===== config.mk =====
export PLATFORM = sky130hd
export DESIGN_NAME = div_scheduler
export DESIGN_NICKNAME = d
export VERILOG_FILES = /design/src/rtl/div_pkg.sv /design/src/rtl/div_scheduler_rr_arbiter.sv /design/src/rtl/div_scheduler.sv
export SDC_FILE = /design/constraint.sdc
export NUM_CORES = 1
export LEC_CHECK = 0
export ABC_AREA = 1
export BUFFER_PORTS_ARGS = -buffer_cell sky130_fd_sc_hd__buf_4
export CAP_MARGIN = 5
export CORE_AREA = 10 10 101 103
export CTS_CLUSTER_DIAMETER = 100
export DETAILED_ROUTE_END_ITERATION = 16
export DIE_AREA = 0 0 111 113
export PLACE_DENSITY = 0.88
export SETUP_SLACK_MARGIN = 0.4
export SLEW_MARGIN = 20
export SYNTH_ARGS = -nofsm -noshare
export SYNTH_HDL_FRONTEND = slang
export SYNTH_SLANG_ARGS = --single-unit
export TNS_END_PERCENT = 20

===== constraint.sdc =====
create_clock -name clk -period 5.77 [get_ports clk]
set_input_delay 0.577 -clock clk [delete_from_list [all_inputs] [get_ports clk]]
set_output_delay 0.577 -clock clk [all_outputs]
set_load 0.01 [all_outputs]

===== src/rtl/div_pkg.sv =====
`default_nettype none
// +----------------------------------------------------------------------+
// | div_pkg : shared types and round-robin pick for div_scheduler        |
// | Revision: 1.0                                                        |
// +----------------------------------------------------------------------+
package div_pkg;

  localparam int N_REQ_CFG = 4;
  localparam int ID_W      = $clog2(N_REQ_CFG);

  typedef struct packed {
    logic            valid;
    logic [ID_W-1:0] id;
    logic            dbz;
  } tag_t;

  // One-hot grant for the lowest valid index at or after ptr, wrapping.
  function automatic logic [N_REQ_CFG-1:0] rr_pick(
    input logic [N_REQ_CFG-1:0] valid,
    input logic [ID_W-1:0]      ptr
  );
    logic [N_REQ_CFG-1:0] g;
    logic                 found;
    logic [ID_W-1:0]      idx;
    g     = '0;
    found = 1'b0;
    for (int off = 0; off < N_REQ_CFG; off++) begin
      idx = ID_W'((int'(ptr) + off) % N_REQ_CFG);
      if (!found && valid[idx]) begin
        g[idx] = 1'b1;
        found  = 1'b1;
      end
    end
    return g;
  endfunction

endpackage
`default_nettype wire


===== src/rtl/div_scheduler_rr_arbiter.sv =====
`default_nettype none
// +----------------------------------------------------------------------+
// | rr_arbiter : round-robin pointer register and combinational grant     |
// | Revision: 1.0                                                        |
// +----------------------------------------------------------------------+
module rr_arbiter
  import div_pkg::*;
(
  input  logic                 clk,
  input  logic                 nreset,
  input  logic [N_REQ_CFG-1:0] req_valid_i,
  output logic [N_REQ_CFG-1:0] grant_o,
  output logic [ID_W-1:0]      win_id_o,
  output logic                 xfer_o
);

  logic [ID_W-1:0] ptr_q;
  logic [ID_W-1:0] ptr_d;

  always_comb begin
    grant_o  = rr_pick(req_valid_i, ptr_q);
    win_id_o = '0;
    for (int i = 0; i < N_REQ_CFG; i++) begin
      if (grant_o[i]) win_id_o = ID_W'(i);
    end
    xfer_o = |grant_o;
    ptr_d  = ptr_q;
    if (xfer_o) begin
      ptr_d = (win_id_o == ID_W'(N_REQ_CFG - 1)) ? '0 : win_id_o + ID_W'(1);
    end
  end

  always_ff @(posedge clk or negedge nreset) begin
    if (!nreset) begin
      ptr_q <= '0;
    end else begin
      ptr_q <= ptr_d;
    end
  end

endmodule
`default_nettype wire


===== src/rtl/div_scheduler.sv =====
`default_nettype none
// +----------------------------------------------------------------------+
// | div_scheduler : shares one pipelined divider among N_REQ requesters   |
// | Revision: 1.0                                                        |
// +----------------------------------------------------------------------+
module div_scheduler
  import div_pkg::*;
#(
  parameter int N_REQ   = N_REQ_CFG,
  parameter int A_WIDTH = 16,
  parameter int B_WIDTH = 16,
  parameter int LATENCY = 4
) (
  input  logic                       clk,
  input  logic                       nreset,
  input  logic [N_REQ-1:0]           req_valid,
  output logic [N_REQ-1:0]           req_ready,
  input  logic [N_REQ*A_WIDTH-1:0]   req_a,
  input  logic [N_REQ*B_WIDTH-1:0]   req_b,
  output logic [A_WIDTH-1:0]         div_a,
  output logic [B_WIDTH-1:0]         div_b,
  output logic                       div_valid,
  input  logic [A_WIDTH-1:0]         div_q,
  input  logic [B_WIDTH-2:0]         div_r,
  output logic [N_REQ-1:0]           resp_valid,
  output logic [A_WIDTH-1:0]         resp_q,
  output logic [B_WIDTH-1:0]         resp_r,
  output logic                       resp_dbz,
  output logic                       busy
);

  logic [N_REQ-1:0] grant_w;
  logic [ID_W-1:0]  win_id_w;
  logic             xfer_w;
  logic             dbz_w;

  rr_arbiter u_arb (
    .clk         (clk),
    .nreset      (nreset),
    .req_valid_i (req_valid),
    .grant_o     (grant_w),
    .win_id_o    (win_id_w),
    .xfer_o      (xfer_w)
  );

  assign req_ready = grant_w;
  assign div_valid = xfer_w;

  always_comb begin
    div_a = '0;
    div_b = '0;
    if (xfer_w) begin
      div_a = req_a[win_id_w*A_WIDTH +: A_WIDTH];
      div_b = req_b[win_id_w*B_WIDTH +: B_WIDTH];
    end
    dbz_w = xfer_w && (div_b == '0);
  end

  // Tag stage LATENCY-1 lines up with the divider result for that operation.
  tag_t tag_q [LATENCY];
  tag_t last_w;

  always_ff @(posedge clk or negedge nreset) begin
    if (!nreset) begin
      for (int k = 0; k < LATENCY; k++) tag_q[k] <= '0;
    end else begin
      tag_q[0] <= tag_t'{valid: xfer_w, id: win_id_w, dbz: dbz_w};
      for (int k = 1; k < LATENCY; k++) tag_q[k] <= tag_q[k-1];
    end
  end

  assign last_w = tag_q[LATENCY-1];

  logic [N_REQ-1:0]   resp_valid_q, resp_valid_d;
  logic [A_WIDTH-1:0] resp_q_q,     resp_q_d;
  logic [B_WIDTH-1:0] resp_r_q,     resp_r_d;
  logic               resp_dbz_q,   resp_dbz_d;

  always_comb begin
    resp_valid_d = '0;
    resp_q_d     = resp_q_q;
    resp_r_d     = resp_r_q;
    resp_dbz_d   = resp_dbz_q;
    if (last_w.valid) begin
      resp_valid_d[last_w.id] = 1'b1;
      resp_dbz_d              = last_w.dbz;
      resp_q_d                = last_w.dbz ? '1 : div_q;
      resp_r_d                = last_w.dbz ? '0 : {1'b0, div_r};
    end
  end

  always_ff @(posedge clk or negedge nreset) begin
    if (!nreset) begin
      resp_valid_q <= '0;
      resp_q_q     <= '0;
      resp_r_q     <= '0;
      resp_dbz_q   <= 1'b0;
    end else begin
      resp_valid_q <= resp_valid_d;
      resp_q_q     <= resp_q_d;
      resp_r_q     <= resp_r_d;
      resp_dbz_q   <= resp_dbz_d;
    end
  end

  assign resp_valid = resp_valid_q;
  assign resp_q     = resp_q_q;
  assign resp_r     = resp_r_q;
  assign resp_dbz   = resp_dbz_q;

  always_comb begin
    busy = |resp_valid_q;
    for (int k = 0; k < LATENCY; k++) busy = busy | tag_q[k].valid;
  end

endmodule
`default_nettype wire


==> reports/qor.yml, run 1 <==
synthesis:
  synth_top_cell_area_share_pct: 36.8
  ys_seq_elements: 54
  synth_area_mm2: 0.00367
  synth_fp_nets: 706
  yosys_warnings: 0
  syn_area_per_cell_um2: 6.88
  synth_top_cell_by_area: "dfrtp_1"
  synthTopCellsByArea: "dfrtp_1 (37%), nor2_1 (14%), nand2_1 (12%)"
  synth.distinct_cells: 29
  ys_seq_area_share_pct: 36.8
  synth_cells: 534
layout:
  antennaDiodeCount: 0
  fillCellCount: 665
  final_common_cell: "buf_4"
  seq_area_mm2: 0.00135
  layout_common_cells: "buf_4 (239), nor2_1 (136), nand2_1 (122)"
  multi_input_area_mm2: 0.00196
  layout-drive-gt1-share_pct: 35.7
  syn2layout_area_growth_pct: 51.0
  nNetsFinal: 922
grt:
  grt_pass1_vias: 4389
  grt_overflow_total: 0
  use_met2_pct: 36.5
  grt_max_degree: 55
  gr-usage-met1_pct: 24.5
  gr-usage-all-layers_pct: 21.4
  use_met3_pct: 8.24
  busiest_layer: "met2"
  grt_pass1_wl_mm: 22.5
  antenna_found_initial: 0
clocking:
  cts_buffers: 5
  clock_latency_ps: 300
  post-cts-setup-buffer-count: 0
  cts_resized: 0
  clock_path_buffers: 2
  ctsHoldBuffers: 0
  cts_root_buf: "clkbuf_8"
  cts_tree: "done"
  clock-sinks: 54
  cts.clk_slew.worst_paths_ps: 100
  h-tree-depth: 2
drt:
  drtAntennaViolNets: 0
  drc: 0
  wl_mm: 14.5
  drt-wirelength-per-cell_um: 17.0
  vias_per_cell: 5.16
  drt_iter0_markers: 272
  via_count: 4421
  drt-pass1-iter-count: 5
sta:
  finalCritPeriodShare_pct: 78.0
  finalSetupViolations: 0
  fmax_mhz: 222
  hold_violations: 0
  skew_ps: 18.4
  fin_setup_tns_ps: 0
  worst_slew_pin_slew_ps: 865
  maxSlewViolCount: 0
  rsz0062_at_grt: "no"
  relSlewSlack_pct: 42.2
  fin_crit_ps: 4500
critical_path:
  critPathRequiredTime_ps: 5190
  end_kind: "primary output"
  arrival_ps: 3920
  rrSetupSlack_ps: 1910
  start_kind: "flop"
  path_class: "reg -> out"
  crit_path_max_fanout: 39
die:
  io_pins: 240
  fp.dieH_um: 113
  rows: 33
  start_util_pct: 45.2
  core_area_mm2: 0.00813
  chipWidth_um: 111
  die_area_mm2: 0.0125
job:
  cap_violations: 0
placement:
  io_buffers: 238
  gp_congestion: 0.921
  hpwlAfterDp_mm: 12.0
run_status:
  status: "complete, no violations"
min_path:
  hp-class: "in -> async"
registers in the layout (all words and copies together), names as in the netlist:
register and flops:
last_w 4, resp_q 16, resp_r 15, resp_valid 4, u_arb.ptr_q 2, resp_dbz 1
tag_q 12
worst paths after layout:
kind | startpoint | end | depth (start not counted)
min in group clk | tag_q[6] | last_w[2] | 0
worst min register to register | tag_q[6] | last_w[2] | 0
worst max register to register | u_arb.ptr_q[1] | tag_q[12] | 16
worst min-delay path | nreset | tag_q[5] | 1
max in group asynchronous | nreset | u_arb.ptr_q[1] | 1
worst max-delay path | u_arb.ptr_q[1] | div_a[5] | 15
Yosys cell counts:
master	count
nor2_1	137
nand2_1	122
dfrtp_1	54
inv_1	44
o21ai_0	34
a21oi_1	19
o22a_1	16
a22o_1	15
buf_2	14
nand3_1	14
nand3b_1	10
ha_1	7
buf_4	6
clkbuf_1	6
buf_6	4
inv_2	4
nand2_4	4
nor3_1	4
nor2_2	3
o21ai_1	3
clkinv_1	2
nand2_2	2
nand3_2	2
nor2_4	2
nor4_1	2
conb_1	1
nand3_4	1
nor3_4	1
or2_2	1
cells by family (layout without fill, tap and decap cells):
logic type	Yosys count	count (layout)	share of synthesized area, %
compound gates	87	87	15.0
fa+ha+maj	7	7	2.38
simple gates	305	305	35.6
other cells	1	1	0.102
flops	54	54	36.8
buf+inv	80	297	10.1
critical path, cell delays in order, from the launching register on:
cell and delay, ps:
dfrtp_1 510, inv_1 190, ha_1 380, inv_1 90, nand3_1 80, nand2_1 100
nand3_1 100, nand2_1 60, inv_1 90, nand3_4 350, nand2_2 410, nand2_4 300
inv_1 450, o21ai_0 170, a21oi_1 170, buf_4 150
through the flow:
step | hold slack, ps | utilization, % | worst slack (ps) | std cells | area (um2)
floorplan | 281 | - | 2750 | 534 | 3670
global placement | 333 | 66.6 | 1790 | 848 | 5420
detailed placement | 336 | 66.7 | 1650 | 848 | 5420
CTS | 309 | 68.1 | 1310 | 856 | 5540
global route | 334 | 68.2 | 901 | 856 | 5550
finish | 298 | 68.2 | 1270 | 856 | 5550
per-layer routing:
layer / routed length, um / share of wire [%] / vias to the layer above
met5: 0 / 0 / -
met4: 365 / 2.5 / 0
met3: 1570 / 11 / 28
met2: 6800 / 47 / 274
met1: 5800 / 40 / 2003
li1: - / - / 2116
final cells by class:
cell class	count	area share, %
inverter	50	3.38
tap	105	2.37
multi-input combinational	400	35.3
clock inverter	2	0.699
clock buffer	6	1.49
sequential	54	24.4
timing repair buffer	239	32.4
Power of run 1 is left out: the tool's default activity adds up to more than one toggle a clock period on the data nets, which glitch-free logic cannot reach.
==> run 2, diff against run 1 <==
Settings changed: CORE_AREA 10 10 101 103 to 10 10 104 106, DIE_AREA 0 0 111 113 to 0 0 114 116, PLACE_DENSITY 0.88 to 0.83.
Clock period 5.77 ns to 4.2 ns, I/O delays scaled along.
==> run 2 against run 1 <==
  * Via count shrank 0.93%
  * Routed wire length grew 0.14%
  * Setup slack got worse by 650 ps
  * Die area rose by 5.4%
  * Non-clock buffer count is 15 higher
  * Sequential share of layout area fell by 0.60 points
  * Critical path depth up 2
  * Final cell count is 2.5% higher
  * Global-route usage decreased by 0.68 points
  * Critical endpoint is now div_a[10]
  * Largest cell class unchanged
  * Highest routed layer unchanged
==> reports/qor.yml, run 2 (synthesized netlist as in run 1, its figures left out) <==
sta:
  skew_ps: 9.15  # was 18.4 ps
  rsz0062_at_grt: "no"  # unchanged
  finalCritPeriodShare_pct: 85.1
  finalSetupViolations: 0  # unchanged
  fmax_mhz: 280
  hold_violations: 0  # unchanged
  fin_setup_tns_ps: 0  # unchanged
  fin_crit_ps: 3570
  maxSlewViolCount: 0  # unchanged
  setup_slack_ps: 625  # was 1270 ps
  relSlewSlack_pct: 51.2  # was 42.2%
  worst_slew_pin_slew_ps: 728  # was 865 ps
drt:
  drc: 0  # unchanged
  drt-wirelength-per-cell_um: 16.6  # was 17.0 um
  via_count: 4380  # was 4,421
  drtAntennaViolNets: 0  # unchanged
  drt_iter0_markers: 380  # was 272
  wl_mm: 14.6  # was 14.5 mm
  drt-pass1-iter-count: 7  # was 5
  vias_per_cell: 4.99  # was 5.16
grt:
  grt_pass1_vias: 4416  # was 4,389
  grt_pass1_wl_mm: 22.5  # about the same
  antenna_found_initial: 0  # unchanged
  grt_overflow_total: 0  # unchanged
  gr-usage-all-layers_pct: 20.8  # was 21.4%
  grt_max_degree: 55  # unchanged
critical_path:
  crit_path_max_fanout: 30  # was 39
  rrSetupSlack_ps: 1310  # was 1910 ps
  arrival_ps: 3150  # was 3920 ps
  path_class: "reg -> out"  # unchanged
  start_kind: "flop"  # unchanged
  end_kind: "primary output"  # unchanged
  critPathRequiredTime_ps: 3780  # was 5190 ps
layout:
  nNetsFinal: 940  # was 922
  largest_reg_flops: 16  # unchanged
  final_common_cell: "buf_4"  # unchanged
  antennaDiodeCount: 0  # unchanged
  fillCellCount: 743  # was 665
  layout_common_cells: "buf_4 (253), nor2_1 (137), nand2_1 (122)"  # was buf_4 (239), nor2_1 (136), nand2_1 (122)
  syn2layout_area_growth_pct: 55.1  # was 51.0%
  layout-drive-gt1-share_pct: 37.6  # was 35.7%
die:
  core_area_mm2: 0.00868  # was 0.00813 mm2
  chipWidth_um: 114  # was 111 um
  start_util_pct: 42.3  # was 45.2%
  rows: 34  # was 33
  io_pins: 240  # unchanged
  die_area_mm2: 0.0132  # was 0.0125 mm2
  fp.dieH_um: 116  # was 113 um
clocking:
  clock_path_buffers: 2  # unchanged
  cts.clk_slew.worst_paths_ps: 100  # about the same
  clock_latency_ps: 300  # about the same
  h-tree-depth: 2  # unchanged
  clock-sinks: 54  # unchanged
  cts_tree: "done"  # unchanged
  cts_root_buf: "clkbuf_8"  # unchanged
  cts_buffers: 5  # unchanged
job:
  cap_violations: 0  # unchanged
placement:
  hpwlAfterDp_mm: 11.6  # was 12.0 mm
  io_buffers: 238  # unchanged
  gp_congestion: 0.923  # was 0.921
  pre_cts_slack_ps: 414  # was 1650 ps
run_status:
  status: "complete, no violations"  # unchanged
min_path:
  hp-class: "in -> async"  # unchanged
run 2: metrics by stage:
stage | std cells | cell area (um2) | utilization [%] | hold WS (ps)
after floorplan | 534 | 3670 | - | 124
after detailed placement | 856 | 5460 | 62.9 | 337
after CTS | 867 | 5620 | 64.7 | 163
final | 877 | 5700 | 65.6 | 147
after global routing | 877 | 5700 | 65.6 | 190
after global placement | 856 | 5460 | 62.9 | 332
run 2: path summary, 6_finish.rpt:
check,startpoint,endpoint,depth (start not counted)
hold reg to reg,tag_q[4],last_w[0],0
min in group clk,div_r[8],resp_r[8],2
hold / removal,nreset,resp_q[0],1
setup reg to reg,u_arb.ptr_q[0],tag_q[12],20
setup / recovery,u_arb.ptr_q[0],div_a[10],17
max in group asynchronous,nreset,u_arb.ptr_q[0],1
run 2: repair_timing:
item | 4_1_cts | 5_1_grt
setup buffers | 1 | 9
cloned | 2 | 1
gates resized for setup | 4 | 2
hold buffers | 0 | 0
endpoints found under the setup margin | 31 | 32
pin swaps | 2 | 2
run 2: cell type report:
class / count / area (um2) / share of cell area (%)
clock buffer: 6 / 82.6 / 1.45
multi-input combinational: 403 / 2000 / 35.1
clock inverter: 2 / 16.3 / 0.286
inverter: 50 / 191 / 3.36
timing repair buffer: 254 / 1920 / 33.7
tap: 108 / 135 / 2.37
sequential: 54 / 1350 / 23.8
run 2: worst max-delay path: stages (launching register included):
cell and delay (ps):
dfrtp_2 450, inv_2 140, ha_1 290, inv_1 110
nand3_1 80, nand2_1 100, nand2_4 60, nor2_2 190
nand2_1 110, inv_2 80, nor2_4 50, buf_4 240
nand2_8 160, clkinvlp_4 110, buf_12 150, o21ai_0 220
a21oi_1 100, buf_4 180
run 2: layer usage:
metal	vias up	global-route usage [%]	share of wire [%]
met3	32	8.22	12
met2	246	34.4	46
met4	0	4.93	2.0
met5	-	0	0
met1	1940	24.8	40
li1	2162	-	-
Power of run 2 is left out for the same reason.
==> run 3, diff against run 2 <==
Settings changed: CORE_AREA 10 10 104 106 to 10 10 114 116, DIE_AREA 0 0 114 116 to 0 0 124 126, PLACE_DENSITY 0.83 to 0.7.
==> run 3 against run 2 <==
  * Sequential share of layout area increased by 0.058 points
  * Routed wire length increased by 5.2%
  * Highest routed layer unchanged
  * Final cell count increased by 2.7%
  * Critical path depth decreased by 2
  * Cell area decreased by 0.24%
  * Die area increased by 18%
  * Worst hold slack got worse by 5.0 ps
  * Via count decreased by 0.25%
  * Fmax decreased by 0.48%
  * Global-route usage decreased by 2.4 points
==> reports/qor.yml, run 3 (synthesized netlist as in run 1, its figures left out) <==
sta:
  fmax_mhz: 278  # was 280 MHz
  fin_setup_tns_ps: 0  # unchanged
  skew_ps: 3.97  # was 9.15 ps
  hold_violations: 0  # unchanged
  rsz0062_at_grt: "yes"  # was no
  setup_slack_ps: 608  # was 625 ps
  worst_slew_pin_slew_ps: 662  # was 728 ps
  finalSetupViolations: 0  # unchanged
  finalCritPeriodShare_pct: 85.5  # was 85.1%
  maxSlewViolCount: 0  # unchanged
  whs_ps: 142  # was 147 ps
  relSlewSlack_pct: 55.8  # was 51.2%
  fin_crit_ps: 3590  # was 3570 ps
die:
  chipWidth_um: 124  # was 114 um
  die_area_mm2: 0.0156  # was 0.0132 mm2
  core_area_mm2: 0.0107  # was 0.00868 mm2
  rows: 38  # was 34
  fp.dieH_um: 126  # was 116 um
  start_util_pct: 34.3  # was 42.3%
  io_pins: 240  # unchanged
drt:
  drc: 0  # unchanged
  vias_per_cell: 4.85  # was 4.99
  drt-pass1-iter-count: 5  # was 7
  drt_iter0_markers: 327  # was 380
  drt-wirelength-per-cell_um: 17.0  # was 16.6 um
  drtAntennaViolNets: 0  # unchanged
  wl_mm: 15.3  # was 14.6 mm
  via_count: 4369  # was 4,380
min_path:
  hp-class: "in -> async"  # unchanged
grt:
  grt_pass1_wl_mm: 23.0  # was 22.5 mm
  gr-usage-all-layers_pct: 18.3  # was 20.8%
  grt_pass1_vias: 4473  # was 4,416
  antenna_found_initial: 0  # unchanged
  grt_max_degree: 55  # unchanged
  grt_overflow_total: 0  # unchanged
layout:
  antennaDiodeCount: 0  # unchanged
  nNetsFinal: 932  # was 940
  seq_area_mm2: 0.00135  # unchanged
  layout_common_cells: "buf_4 (246), nor2_1 (137), nand2_1 (122)"  # was buf_4 (253), nor2_1 (137), nand2_1 (122)
  largest_reg_flops: 16  # unchanged
  finalNonFillerCells: 901  # was 877
  layout-drive-gt1-share_pct: 36.8  # was 37.6%
  final_common_cell: "buf_4"  # unchanged
  fillCellCount: 1043  # was 743
  multi_input_area_mm2: 0.00196  # was 0.00200 mm2
  syn2layout_area_growth_pct: 54.7  # was 55.1%
placement:
  hpwlAfterDp_mm: 12.6  # was 11.6 mm
  io_buffers: 238  # unchanged
  place_inst: 889  # was 856
  gp_congestion: 0.919  # was 0.923
  pre_cts_slack_ps: 691  # was 414 ps
clocking:
  cts_buffers: 5  # unchanged
  clock_path_buffers: 2  # unchanged
  h-tree-depth: 2  # unchanged
  clock-sinks: 54  # unchanged
  clock_latency_ps: 300  # about the same
  cts_root_buf: "clkbuf_8"  # unchanged
  ctsHoldBuffers: 0  # unchanged
  cts.clk_slew.worst_paths_ps: 100  # about the same
  cts_tree: "done"  # unchanged
job:
  cap_violations: 0  # unchanged
critical_path:
  arrival_ps: 3170  # was 3150 ps
  end_kind: "primary output"  # unchanged
  crit_path_max_fanout: 16  # was 30
  critPathRequiredTime_ps: 3780  # about the same
  path_class: "reg -> out"  # unchanged
  start_kind: "flop"  # unchanged
run_status:
  status: "complete, no violations"  # unchanged
==> run 3: per-layer routing <==
layer | up-vias | GRT usage (%) | share of wire, % | routed length (um)
met4 | 0 | 4.34 | 1.7 | 268
met3 | 20 | 7.15 | 13 | 1920
met1 | 1977 | 21.7 | 39 | 5980
met2 | 239 | 30.3 | 47 | 7150
li1 | 2133 | - | - | -
met5 | - | 0 | 0 | 0
==> run 3: through the flow <==
stage	cell area, um2	util (%)
2_1_floorplan	3670	-
3_3_place_gp	5510	51.5
3_5_place_dp	5510	51.5
4_1_cts	5670	53.0
5_1_grt	5680	53.1
6_report	5680	53.1
==> run 3: cell type report <==
| class | count | share of cell area [%] |
|---|---|---|
| inverters | 50 | 3.37 |
| repair buffers | 249 | 33.2 |
| clock buffers | 5 | 1.21 |
| well taps | 140 | 3.08 |
| clock inverters | 3 | 0.837 |
| flip-flops and latches | 54 | 23.8 |
| multi-input cells | 400 | 34.4 |
==> run 3: final timing paths <==
kind,start,end,slack [ps],cells after the start
worst max-delay path,u_arb.ptr_q[1],div_a[10],610,15
worst min-delay path,nreset,resp_r[14],140,1
worst max register to register,u_arb.ptr_q[1],tag_q[12],1070,20
worst min register to register,tag_q[13],tag_q[9],360,0
max in group asynchronous,nreset,u_arb.ptr_q[0],3580,1
min in group clk,div_r[5],resp_r[5],330,2
==> run 3: what timing repair did <==
item	CTS	global route
endpoints found under the setup margin	5	32
setup buffers	4	0
hold endpoints to repair	0	0
gates resized for setup	1	8
pin swaps	1	0
==> run 3: critical path: stages (launching register included) <==
cell	delay [ps]
dfrtp_2	470
inv_1	200
ha_1	310
inv_1	100
nand3_1	80
nand2_1	110
nand2_4	60
nor2_2	170
nand2_1	120
nand3_4	90
nand2_4	140
nand2_4	190
clkinvlp_4	250
o21ai_0	310
a21oi_1	110
buf_4	160
Power of run 3 is left out for the same reason.
